File: config.mk
export PLATFORM = sky130hd
export DESIGN_NAME = vblank_sched
export DESIGN_NICKNAME = d
export VERILOG_FILES = /design/src/rtl/vblank_sched_pkg.sv /design/src/rtl/vblank_sched_pick.sv /design/src/rtl/vblank_sched.sv
export SDC_FILE = /design/constraint.sdc
export NUM_CORES = 1
export LEC_CHECK = 0
export CAP_MARGIN = 20
export CORE_AREA = 5 5 61 105
export DETAILED_ROUTE_END_ITERATION = 8
export DIE_AREA = 0 0 66 110
export PLACE_DENSITY = 0.83
export SETUP_SLACK_MARGIN = 0.15
export SLEW_MARGIN = 20
export SYNTH_ARGS = -nofsm -noshare
export SYNTH_HDL_FRONTEND = slang
export SYNTH_HIERARCHICAL = 1
export SYNTH_SLANG_ARGS = --single-unit
File: constraint.sdc
create_clock -name px_clk -period 2 [get_ports px_clk]
set_input_delay 0.4 -clock px_clk [delete_from_list [all_inputs] [get_ports px_clk]]
set_output_delay 0.4 -clock px_clk [all_outputs]
set_load 0.02 [all_outputs]
File: src/rtl/vblank_sched_pkg.sv
// Shared types and helpers for the vertical-blank update scheduler.
// Optional round-robin arbitration is enabled by VBLANK_SCHED_RR_EN.
package vblank_sched_pkg;

  localparam int NREQ_MAX = 8;
  localparam int IDX_W = 3;

  typedef enum logic [1:0] {
    IDLE,
    SCAN,
    GRANT
  } state_t;

  function automatic logic [NREQ_MAX-1:0] onehot(
    input logic [IDX_W-1:0] idx
  );
    return NREQ_MAX'(1) << idx;
  endfunction

endpackage

File: src/rtl/vblank_sched_pick.sv
// Priority search over pending requesters, starting at a given index
// and ascending with wrap.
module vblank_sched_pick
  import vblank_sched_pkg::*;
#(
  parameter int NREQ = 4
) (
  input  logic [NREQ-1:0]  pend,
  input  logic [IDX_W-1:0] start,
  output logic             found,
  output logic [IDX_W-1:0] idx
);

  int j;

  // Walk from the farthest index back so the nearest hit wins.
  always_comb begin
    found = 1'b0;
    idx   = '0;
    j     = 0;
    for (int k = NREQ - 1; k >= 0; k--) begin
      j = int'(start) + k;
      if (j >= NREQ) j = j - NREQ;
      if (pend[j]) begin
        found = 1'b1;
        idx   = IDX_W'(j);
      end
    end
  end

endmodule

File: src/rtl/vblank_sched.sv
// Grants one game-logic update slot at a time inside vertical blank.
// Define VBLANK_SCHED_RR_EN for per-frame rotating priority.
module vblank_sched
  import vblank_sched_pkg::*;
#(
  parameter int NREQ     = 4,
  parameter int MAX_SLOT = 4096,
  parameter int FCNT_W   = 16
) (
  input  logic              px_clk,
  input  logic              reset,
  input  logic              vsync,
  input  logic              activevideo,
  input  logic [NREQ-1:0]   req,
  input  logic [NREQ-1:0]   done,
  input  logic              clr_flags,
  output logic [NREQ-1:0]   gnt,
  output logic              frame_start,
  output logic              busy,
  output logic [FCNT_W-1:0] frame_count,
  output logic              overrun,
  output logic [NREQ-1:0]   timeout
);

  localparam int SW = $clog2(MAX_SLOT);
  localparam logic [SW-1:0] SLOT_LAST = SW'(MAX_SLOT - 1);

  state_t            state_q, state_d;
  logic              vsync_q;
  logic [NREQ-1:0]   gnt_q, gnt_d;
  logic              frame_start_q, frame_start_d;
  logic              busy_q, busy_d;
  logic [FCNT_W-1:0] frame_count_q, frame_count_d;
  logic              overrun_q, overrun_d;
  logic [NREQ-1:0]   timeout_q, timeout_d;
  logic [NREQ-1:0]   pend_q, pend_d;
  logic [SW-1:0]     slot_cnt_q, slot_cnt_d;

  logic [IDX_W-1:0]    pick_start;
  logic [IDX_W-1:0]    pick_idx;
  logic                pick_found;
  logic [NREQ_MAX-1:0] pick_oh;

  vblank_sched_pick #(
    .NREQ(NREQ)
  ) u_pick (
    .pend (pend_q),
    .start(pick_start),
    .found(pick_found),
    .idx  (pick_idx)
  );

  assign pick_oh = onehot(pick_idx);

  if (NREQ < NREQ_MAX) begin : g_pad
    logic unused_oh;
    assign unused_oh = |pick_oh[NREQ_MAX-1:NREQ];
  end

`ifdef VBLANK_SCHED_RR_EN
  logic [IDX_W-1:0] rr_ptr_q, rr_ptr_d;

  // Rotate after the first scan of the frame has used the old pointer.
  always_comb begin
    rr_ptr_d = rr_ptr_q;
    if (frame_start_q) begin
      if (rr_ptr_q == IDX_W'(NREQ - 1)) rr_ptr_d = '0;
      else rr_ptr_d = rr_ptr_q + IDX_W'(1);
    end
  end

  always_ff @(posedge px_clk) begin
    if (reset) rr_ptr_q <= '0;
    else rr_ptr_q <= rr_ptr_d;
  end

  assign pick_start = rr_ptr_q;
`else
  assign pick_start = '0;
`endif

  always_comb begin
    state_d       = state_q;
    gnt_d         = gnt_q;
    frame_start_d = 1'b0;
    busy_d        = busy_q;
    frame_count_d = frame_count_q;
    pend_d        = pend_q;
    slot_cnt_d    = slot_cnt_q;
    overrun_d     = overrun_q & ~clr_flags;
    timeout_d     = timeout_q & ~{NREQ{clr_flags}};
    unique case (state_q)
      IDLE: begin
        if (vsync_q && !vsync) begin
          frame_start_d = 1'b1;
          busy_d        = 1'b1;
          frame_count_d = frame_count_q + FCNT_W'(1);
          pend_d        = req;
          state_d       = SCAN;
        end
      end
      SCAN: begin
        if (activevideo && |pend_q) begin
          overrun_d = 1'b1;
          pend_d    = '0;
          busy_d    = 1'b0;
          state_d   = IDLE;
        end else if (!pick_found) begin
          busy_d  = 1'b0;
          state_d = IDLE;
        end else begin
          gnt_d      = pick_oh[NREQ-1:0];
          pend_d     = pend_q & ~pick_oh[NREQ-1:0];
          slot_cnt_d = '0;
          state_d    = GRANT;
        end
      end
      GRANT: begin
        if (activevideo) begin
          gnt_d     = '0;
          overrun_d = 1'b1;
          pend_d    = '0;
          busy_d    = 1'b0;
          state_d   = IDLE;
        end else if (|(done & gnt_q)) begin
          gnt_d   = '0;
          state_d = SCAN;
        end else if (slot_cnt_q == SLOT_LAST) begin
          gnt_d     = '0;
          timeout_d = timeout_d | gnt_q;
          state_d   = SCAN;
        end else begin
          slot_cnt_d = slot_cnt_q + SW'(1);
        end
      end
      default: state_d = IDLE;
    endcase
  end

  always_ff @(posedge px_clk) begin
    if (reset) begin
      state_q       <= IDLE;
      vsync_q       <= 1'b0;
      gnt_q         <= '0;
      frame_start_q <= 1'b0;
      busy_q        <= 1'b0;
      frame_count_q <= '0;
      overrun_q     <= 1'b0;
      timeout_q     <= '0;
      pend_q        <= '0;
      slot_cnt_q    <= '0;
    end else begin
      state_q       <= state_d;
      vsync_q       <= vsync;
      gnt_q         <= gnt_d;
      frame_start_q <= frame_start_d;
      busy_q        <= busy_d;
      frame_count_q <= frame_count_d;
      overrun_q     <= overrun_d;
      timeout_q     <= timeout_d;
      pend_q        <= pend_d;
      slot_cnt_q    <= slot_cnt_d;
    end
  end

  assign gnt         = gnt_q;
  assign frame_start = frame_start_q;
  assign busy        = busy_q;
  assign frame_count = frame_count_q;
  assign overrun     = overrun_q;
  assign timeout     = timeout_q;

endmodule

Yosys cells after proc, flatten, opt, wreduce, memory -nomap -nowiden --
Index checks and enable logic that the tools add are counted.
Operators by class: add/sub/neg operators 2, equality and inequality tests 13, shifts and indexed selects 1, multiplexer cells 45, bitwise operators 9, reductions and logical operators 15
Operator list (count):
- two-way mux 12 bit | 5
- two-way mux 4 bit | 13
- case mux 12 bit (2 select lines) | 1
- two-way mux 2 bit | 10
- adder 16 x 1 -> 16 bit (second input constant) | 1
- inequality test 2 bit (second input constant) | 7
- adder 12 x 1 -> 12 bit (second input constant) | 1
- bitwise AND 4 bit | 3
- equality test 12 bit (second input constant) | 1
- case mux 4 bit (3 select lines) | 1
- AND reduction 4 bit | 3
- two-way mux 1 bit | 11
- NOT 4 bit | 2
- case mux 4 bit (2 select lines) | 1
- OR reduction 4 bit | 2
- inequality test 3 bit (second input constant) | 2
- case mux 2 bit (3 select lines) | 1
- AND reduction 6 bit | 1
- inequality test 4 bit (second input constant) | 1
- bitwise OR 4 bit | 1
- AND reduction 2 bit | 2
- << shifter 1 x 3 -> 4 bit (first input constant) | 1
- case mux 1 bit (3 select lines) | 1
- nonzero test 3 bit | 1
- 10 further kinds | 12
Word-level totals: register bits after elaboration 46, input port bits 13, output and inout bits 27, logic and storage cells 95

Longest topological paths before layout --
Gate-level depths: netlist of run 1.
word-level depth 10, depth in mapped cells 13, depth with buffers taken out 11

By module --
Netlist of run 1, hierarchy kept.
By module, submodules not included:
- vblank_sched | times used 1, cells each 259, area an instance 2204.6 µm², seq. area each 920.9 µm²
- vblank_sched_pick | times used 1, cells each 41, area an instance 389.1 µm², seq. area each 0.0 µm²

Worst setup path after synthesis of run 1 --
Ideal clock, no wire load.
kind flip-flop to flip-flop, start point reg pend_q[0], end point reg pend_q[1], setup time 0.132 ns, arrival 1.996 ns, path slack -0.128 ns, stages on the path, launching flop included 9, path buffers 0, clock period less this slack 2.128 ns, path through dfxtp_1 > mux4_1 > a21oi_1 > mux2i_1 > inv_1 > o31ai_1 > a21oi_1 > o21ai_0 > a21oi_1
On the way: longest elaborated chain between the ends 7
RTL lines:
- from (decl) | line vblank_sched.sv:36 | logic [NREQ-1:0] pend_q, pend_d;
- from (signal assigned) | line vblank_sched.sv:161 | pend_q <= pend_d;
- two-way mux 2 bit | line vblank_sched_pick.sv:24 | if (pend[j]) begin
- named net pick_idx[0] | line vblank_sched.sv:40 | logic [IDX_W-1:0] pick_idx;
- << shifter 1 x 3 -> 4 bit | line vblank_sched_pkg.sv:17 | return NREQ_MAX'(1) << idx;
- NOT 4 bit | line vblank_sched.sv:113 | pend_d = pend_q & ~pick_oh[NREQ-1:0];
- bitwise AND 4 bit | line vblank_sched.sv:113
- two-way mux 4 bit | line vblank_sched.sv:108 | end else if (!pick_found) begin
- two-way mux 4 bit | line vblank_sched.sv:103 | if (activevideo && |pend_q) begin
- case mux 4 bit (3 select lines) | line vblank_sched.sv:92 | unique case (state_q)
The timed path passes the listed nets, and every way through them passes these cells. The select of a mux whose other input is x is not followed. A chain may end at the register's enable or synchronous reset.

Worst setup path in the final report of run 1 --
start point reg pend_q[2], end point reg gnt_q[2], in the netlist gnt[2]
On the way: longest elaborated chain between the ends 7
RTL lines:
- two-way mux 2 bit (3 in series) | line vblank_sched_pick.sv:24
- named net pick_idx[0] | line vblank_sched.sv:40
- << shifter 1 x 3 -> 4 bit | line vblank_sched_pkg.sv:17
- two-way mux 4 bit | line vblank_sched.sv:108
- two-way mux 4 bit | line vblank_sched.sv:103
- case mux 4 bit (2 select lines) | line vblank_sched.sv:92
- to (signal assigned) | line vblank_sched.sv:155 | gnt_q <= gnt_d;
- to (decl) | line vblank_sched.sv:30 | logic [NREQ-1:0] gnt_q, gnt_d;
The timed path passes the listed nets, and every way through them passes these cells. The select of a mux whose other input is x is not followed.

==> results of run 1 <==
[final cells by class]
cell class / instances / area [um^2] / area share
Multi-Input combinational cell: 247 / 1929 / 0.4846
Clock buffer: 5 / 68.82 / 0.01728
Inverter: 11 / 46.29 / 0.01163
Timing Repair Buffer: 96 / 850.8 / 0.2137
Clock inverter: 3 / 45.04 / 0.01131
Sequential cell: 46 / 945.9 / 0.2376
Tap cell: 76 / 95.09 / 0.02388
[registers in the layout (all words and copies together) (netlist names), 2 cells and up]
signal / flops
slot_cnt_q: 12
pend_q: 4
frame_count: 16
timeout: 4
gnt: 4
state_q: 2
[where the power goes]
| part | switching [mW] | internal, mW | total, mW |
|---|---|---|---|
| clock | 0.347 | 0.372 | 0.719 |
| combinational | 0.493 | 0.501 | 0.994 |
| sequential | 0.0526 | 0.958 | 1.01 |
| total | 0.893 | 1.83 | 2.72 |
[how the worst max path moves through the flow]
stage,startpoint,end,slack [ns],cells past startpoint
after detailed placement,done[0],slot_cnt_q[9],-0.45,6
after global routing,pend_q[2],gnt[2],-0.21,9
final,pend_q[2],gnt[2],-0.14,9
after floorplan,pend_q[2],pend_q[1],0.01,8
after CTS,pend_q[2],pend_q[1],0.006,8
after global placement,done[0],slot_cnt_q[7],-0.40,6
[synthesized netlist by cell type, types with 8 or more instances]
master   instances  share of area
a21oi_1         31          0.060
dfxtp_1         46           0.36
ha_1            13          0.063
inv_1           11          0.016
mux2i_1         11          0.042
nand2_1         18          0.026
nand4_1          9          0.022
nor2_1          32          0.046
nor2b_1          8          0.019
o21ai_0         16          0.031
or3_1           10          0.024
xnor2_1          9          0.030
[cells by family (layout without fill, tap and decap cells)]
kind of cell,count (synthesis),count (layout),share of synthesized area
XOR/XNOR,14,14,0.04728
multiplexers,15,15,0.07574
AO/OA/AOI/OAI,73,74,0.1814
adder cells (fa/ha/maj),13,13,0.06271
other,1,15,0.001446
flip-flops,46,46,0.3550
AND/OR/NAND/NOR,116,116,0.2383
buffers and inverters,22,115,0.03811
[worst min-delay path, cell delays in order, from the launching register on]
cell and delay [ns]:
dfxtp_1 0.33, nand2b_1 0.06, a21oi_1 0.06
[per-stage QoR]
| stage | std cells | setup TNS (ns) |
|---|---|---|
| after floorplan | 314 | 0 |
| after global placement | 458 | -5.720 |
| after detailed placement | 458 | -6.297 |
| after CTS | 475 | 0 |
| after global routing | 484 | -1.368 |
| final | 484 | -0.5678 |
[what timing repair did]
| action | 4_1_cts | 5_1_grt |
|---|---|---|
| endpoints found under the setup margin | 28 | 29 |
| cloned | 1 | 0 |
| gates resized for setup | 29 | 59 |
| pin swaps | 8 | 30 |
| setup buffers | 8 | 9 |
[per-layer routing]
metal  vias up  wire length, um  part of all wire
met1      1312             2767              0.34
met3        41              297             0.036
li1       1285                -                 -
met4         0              384             0.047
met2        86             4808              0.58
met5         -                0                 0
==> impl_metrics.yaml, run 1 <==
outcome:
  status: "finished with violations"
  failed_checks: "setup timing"
worst_setup_path:
  cp_max_fo: 4
  critPathMostFrequentCell: "buf_4"
  critPathBufInv: 3
  r2r-end: "gnt[2]"
  cpPeakStageDelay_ns: 0.49
  cp_cell_sequence: "mux4_2 -> a21oi_2 -> mux2i_2 -> buf_4 -> buf_4 -> buf_4 -> nor3_1 -> mux2i_1 -> nor2_1"
  cp-end-kind: "flop"
  reg2regPathDepth: 9
  crit_family: "multiplexers"
  r2r-start: "pend_q[2]"
  start_kind: "flop"
  critPathSlowestCell: "mux4_2"
  crit_type: "flop to flop"
  cp_data_required_time_ns: 2.21
  cp.arrival_ns: 2.35
  r2r_slack_ns: -0.14
synth:
  syn_area_um2: 2594
  async_reset_ff_frac: 0
  ys_seq_area_frac: 0.3550
  postSynthCellCount: 300
  synth_cell_type_count: 51
  synth_flop_cell: "dfxtp_1"
  synth_edf_count: 0
  ys_ff_latch: 46
  avgSynthCellArea_um2: 8.646
  ys_warn_count: 6
place:
  place_congestion: 0.8523
  placed_cell_area_um2: 3412
  pre_cts_ws_ns: -0.4489
  port_buffers: 39
  dpl.hpwl_mm: 4.793
route:
  num_vias: 2724
  firstDrtPassIters: 4
  routed_wl_mm: 8.257
  drc: 0
  wl_per_cell_um: 17.06
  drt-vias-per-instance: 5.628
  drt_iter0_markers: 134
  ant_nets: 0
global_routing:
  grtUsageTotal: 0.1983
  grt_pass1_vias: 2589
  grtUsageMet1: 0.1827
  grt_max_degree: 35
  antenna_found_initial: 0
  grt_pass1_wl_mm: 11.25
  use_met3: 0.02637
  grt_most_used_layer: "met2"
  overflow: 0
  grt_use_met2: 0.4042
clock_network:
  numCtsBuffers: 5
  cts_hold_buffers: 0
  clockBufferDepth: 2
  clkLatencyLatePin_ns: 0.32
  ctsHtreeMaxLevel: 2
  clock_sinks: 46
  tritoncts: "built"
  cts-root-buf: "clkbuf_8"
  clk_pin_slew_ns: 0.10
sta:
  finalCritPeriodShare: 1.072
  fin_worst_skew_ns: 0.009386
  slew_violations: 0
  setup_ws_ns: -0.1441
  period_needed_ns: 2.144
  rsz0062_at_grt: "yes"
  hold_viol: 0
  timing.hold.ws_ns: 0.4854
  fmax_mhz: 466.4
  finalSetupViolations: 11
worst_hold_path:
  min_to: "overrun"
  whs_path_depth: 2
  hold_class: "flop to flop"
  holdCritStartpoint: "overrun"
finish:
  num-fill-cells: 355
  fin_util: 0.7305
  syn2layout_area_growth_pct: 53.50
  num_antenna_cells: 0
  final_cell_mix: "51 x buf_4, 37 x clkdlybuf4s50_1, 36 x dfxtp_1"
  design_area_um2: 3981
  drive_gt1_frac: 0.3382
  fin_nets: 433
  layout_commonest_cell: "buf_4"
die:
  die_h_um: 110
  fp-row-count: 36
  core-area_um2: 5450
  dieArea_um2: 7260
  start_util: 0.4759
  pin_count: 40
  die_w_um: 66
power_and_ir_drop:
  finalPower_mw: 2.724
  p_per_area_nw_per_um2: 684.2
  irDropWorstVdd_mv: 0.5372
  p_leak_nw: 1.474
run:
  cap_violations: 0
(Power assumes the default switching activity.)
==> inputs of run 2 (changes only) <==
--- a/config.mk
+++ b/config.mk
@@ -5,11 +5,10 @@
 export SDC_FILE = /design/constraint.sdc
 export NUM_CORES = 1
 export LEC_CHECK = 0
-export CAP_MARGIN = 20
 export CORE_AREA = 5 5 61 105
 export DETAILED_ROUTE_END_ITERATION = 8
 export DIE_AREA = 0 0 66 110
-export PLACE_DENSITY = 0.83
+export PLACE_DENSITY = 0.78
 export SETUP_SLACK_MARGIN = 0.15
 export SLEW_MARGIN = 20
 export SYNTH_ARGS = -nofsm -noshare
==> run 2 against run 1 <==
The flow still finishes with violations (setup timing). Clock skew hardly changed. Die area did not move. Combinational power fell by 5.6%. Total power decreased by 7.3%. Clock power decreased by 20%.
==> impl_metrics.yaml, run 2 (same netlist as run 1, synthesis figures left out) <==
power_and_ir_drop:
  p_per_area_nw_per_um2: 662.3
  p_int_mw: 1.685
  clock_power_share: 0.228
  p_leak_nw: 1.389
  p_comb_frac: 0.372
  p_switching_mw: 0.8393
  finalPower_mw: 2.524
  irDropWorstVdd_mv: 0.5293
  seqPwrFrac: 0.401
  swShare: 0.3325
clock_network:
  clk_pin_slew_ns: 0.09
  numCtsBuffers: 5
  tritoncts: "built"
  ctsHtreeMaxLevel: 2
  clkLatencyLatePin_ns: 0.30
  clock_sinks: 46
  cts-root-buf: "clkbuf_8"
  clockBufferDepth: 2
worst_setup_path:
  path_depth: 8
  cp-end-kind: "flop"
  crit_family: "multiplexers"
  cp_data_required_time_ns: 2.20
  cp_cell_sequence: "mux4_2 -> a21oi_2 -> mux2i_2 -> inv_1 -> o31ai_2 -> a21oi_1 -> o21ai_1 -> a21oi_1"
  critPathMostFrequentCell: "a21oi_1"
  cpPeakStageDelay_ns: 0.51
  cp_max_fo: 5
  crit_path_start: "pend_q[0]"
  critPathSlowestCell: "mux4_2"
  cp-endpoint: "pend_q[1]"
  critPathBufInv: 1
  reg2regPathDepth: 8
  r2r-end: "pend_q[1]"
  r2r_slack_ns: -0.07
  r2r-start: "pend_q[0]"
  start_kind: "flop"
  cp.arrival_ns: 2.27
  crit_type: "flop to flop"
finish:
  largest_reg_flops: 16
  layout_commonest_cell: "dfxtp_1"
  design_area_um2: 3811
  num-fill-cells: 405
  drive_gt1_frac: 0.3003
  syn2layout_area_growth_pct: 46.94
  fin_util: 0.6993
  num_antenna_cells: 0
  seqCellArea_um2: 937.1
  multi_input_area_um2: 1904
  final_cell_mix: "37 x dfxtp_1, 36 x clkdlybuf4s50_1, 34 x buf_4"
  fin_nets: 418
global_routing:
  overflow: 0
  grt_pass1_vias: 2551
  grtUsageTotal: 0.1921
  grt_pass1_wl_mm: 11.05
  antenna_found_initial: 0
  grt_max_degree: 24
sta:
  fin_worst_skew_ns: 0.009433
  finalCritPeriodShare: 1.036
  rsz0062_at_grt: "yes"
  finalSetupViolations: 6
  period_needed_ns: 2.072
  fmax_mhz: 482.6
  hold_viol: 0
  timing.hold.ws_ns: 0.4913
  setup_ws_ns: -0.07213
  setup_tns_ns: -0.2132
  slew_violations: 0
die:
  start_util: 0.4759
  fp-row-count: 36
  dieArea_um2: 7260
  die_w_um: 66
  core-area_um2: 5450
  die_h_um: 110
  pin_count: 40
place:
  port_buffers: 39
  place_congestion: 0.8154
  placed_cell_area_um2: 3329
  dpl.hpwl_mm: 4.730
route:
  firstDrtPassIters: 5
  routed_wl_mm: 6.862
  drt-vias-per-instance: 5.493
  num_vias: 2576
  wl_per_cell_um: 14.63
  drt_iter0_markers: 67
  ant_nets: 0
  drc: 0
outcome:
  status: "finished with violations"
  failed_checks: "setup timing"
worst_hold_path:
  hold_class: "flop to flop"
run:
  cap_violations: 0
run 2: through the flow:
step,std cells,setup slack (ns)
6_report,469,-0.07213
3_3_place_gp,447,-0.3056
5_1_grt,469,-0.1844
3_5_place_dp,447,-0.3404
2_1_floorplan,314,0.01417
4_1_cts,466,-0.03994
run 2: routing by layer:
layer  wire length [um]  part of all wire  global-route usage  vias to the layer above
met3                154             0.022             0.03448                       17
li1                   -                 -                   -                     1258
met2               4044              0.59              0.3812                       48
met5                  0                 0                   0                        -
met1               2478              0.36              0.1868                     1253
met4                185             0.027             0.08285                        0
run 2: tightest hold or removal path: stages, from the launching register on:
cell	delay (ns)
dfxtp_1	0.33
nand2b_1	0.07
a21oi_1	0.05
run 2: worst min-delay path by stage:
stage | start | endpoint | slack (ns) | cells after the start
floorplan | slot_cnt_q[10] | slot_cnt_q[10] | 0.45 | 2
global placement | slot_cnt_q[10] | slot_cnt_q[10] | 0.46 | 2
detailed placement | slot_cnt_q[10] | slot_cnt_q[10] | 0.47 | 2
CTS | slot_cnt_q[10] | slot_cnt_q[10] | 0.49 | 2
global route | slot_cnt_q[10] | slot_cnt_q[10] | 0.54 | 2
finish | overrun | overrun | 0.49 | 2
run 2: area by class of cell:
type / instances / share of cell area
clock buffers: 6 / 0.01904
clock inverters: 2 / 0.003611
inverters: 11 / 0.01149
multi-input cells: 247 / 0.4997
flip-flops and latches: 46 / 0.2459
well taps: 76 / 0.02495
repair buffers: 81 / 0.1953
run 2: timing repair:
item                                    in CTS  in global routing
pin swaps                                   28                 10
hold buffers                                 0                  0
endpoints found under the setup margin      25                 31
gates cloned                                 1                  0
buffers inserted                            10                  3
resized for setup                           45                 36
hold endpoints to repair                     0                  0
run 2: power groups by stage:
stage               registers, mW  logic (mW)  clock network (mW)
floorplan                    1.04       0.421                   0
global placement             1.02       0.669                   0
detailed placement           1.03       0.683                   0
CTS                          1.00       0.861               0.581
global route                 1.02        1.01               0.621
finish                       1.01       0.938               0.574
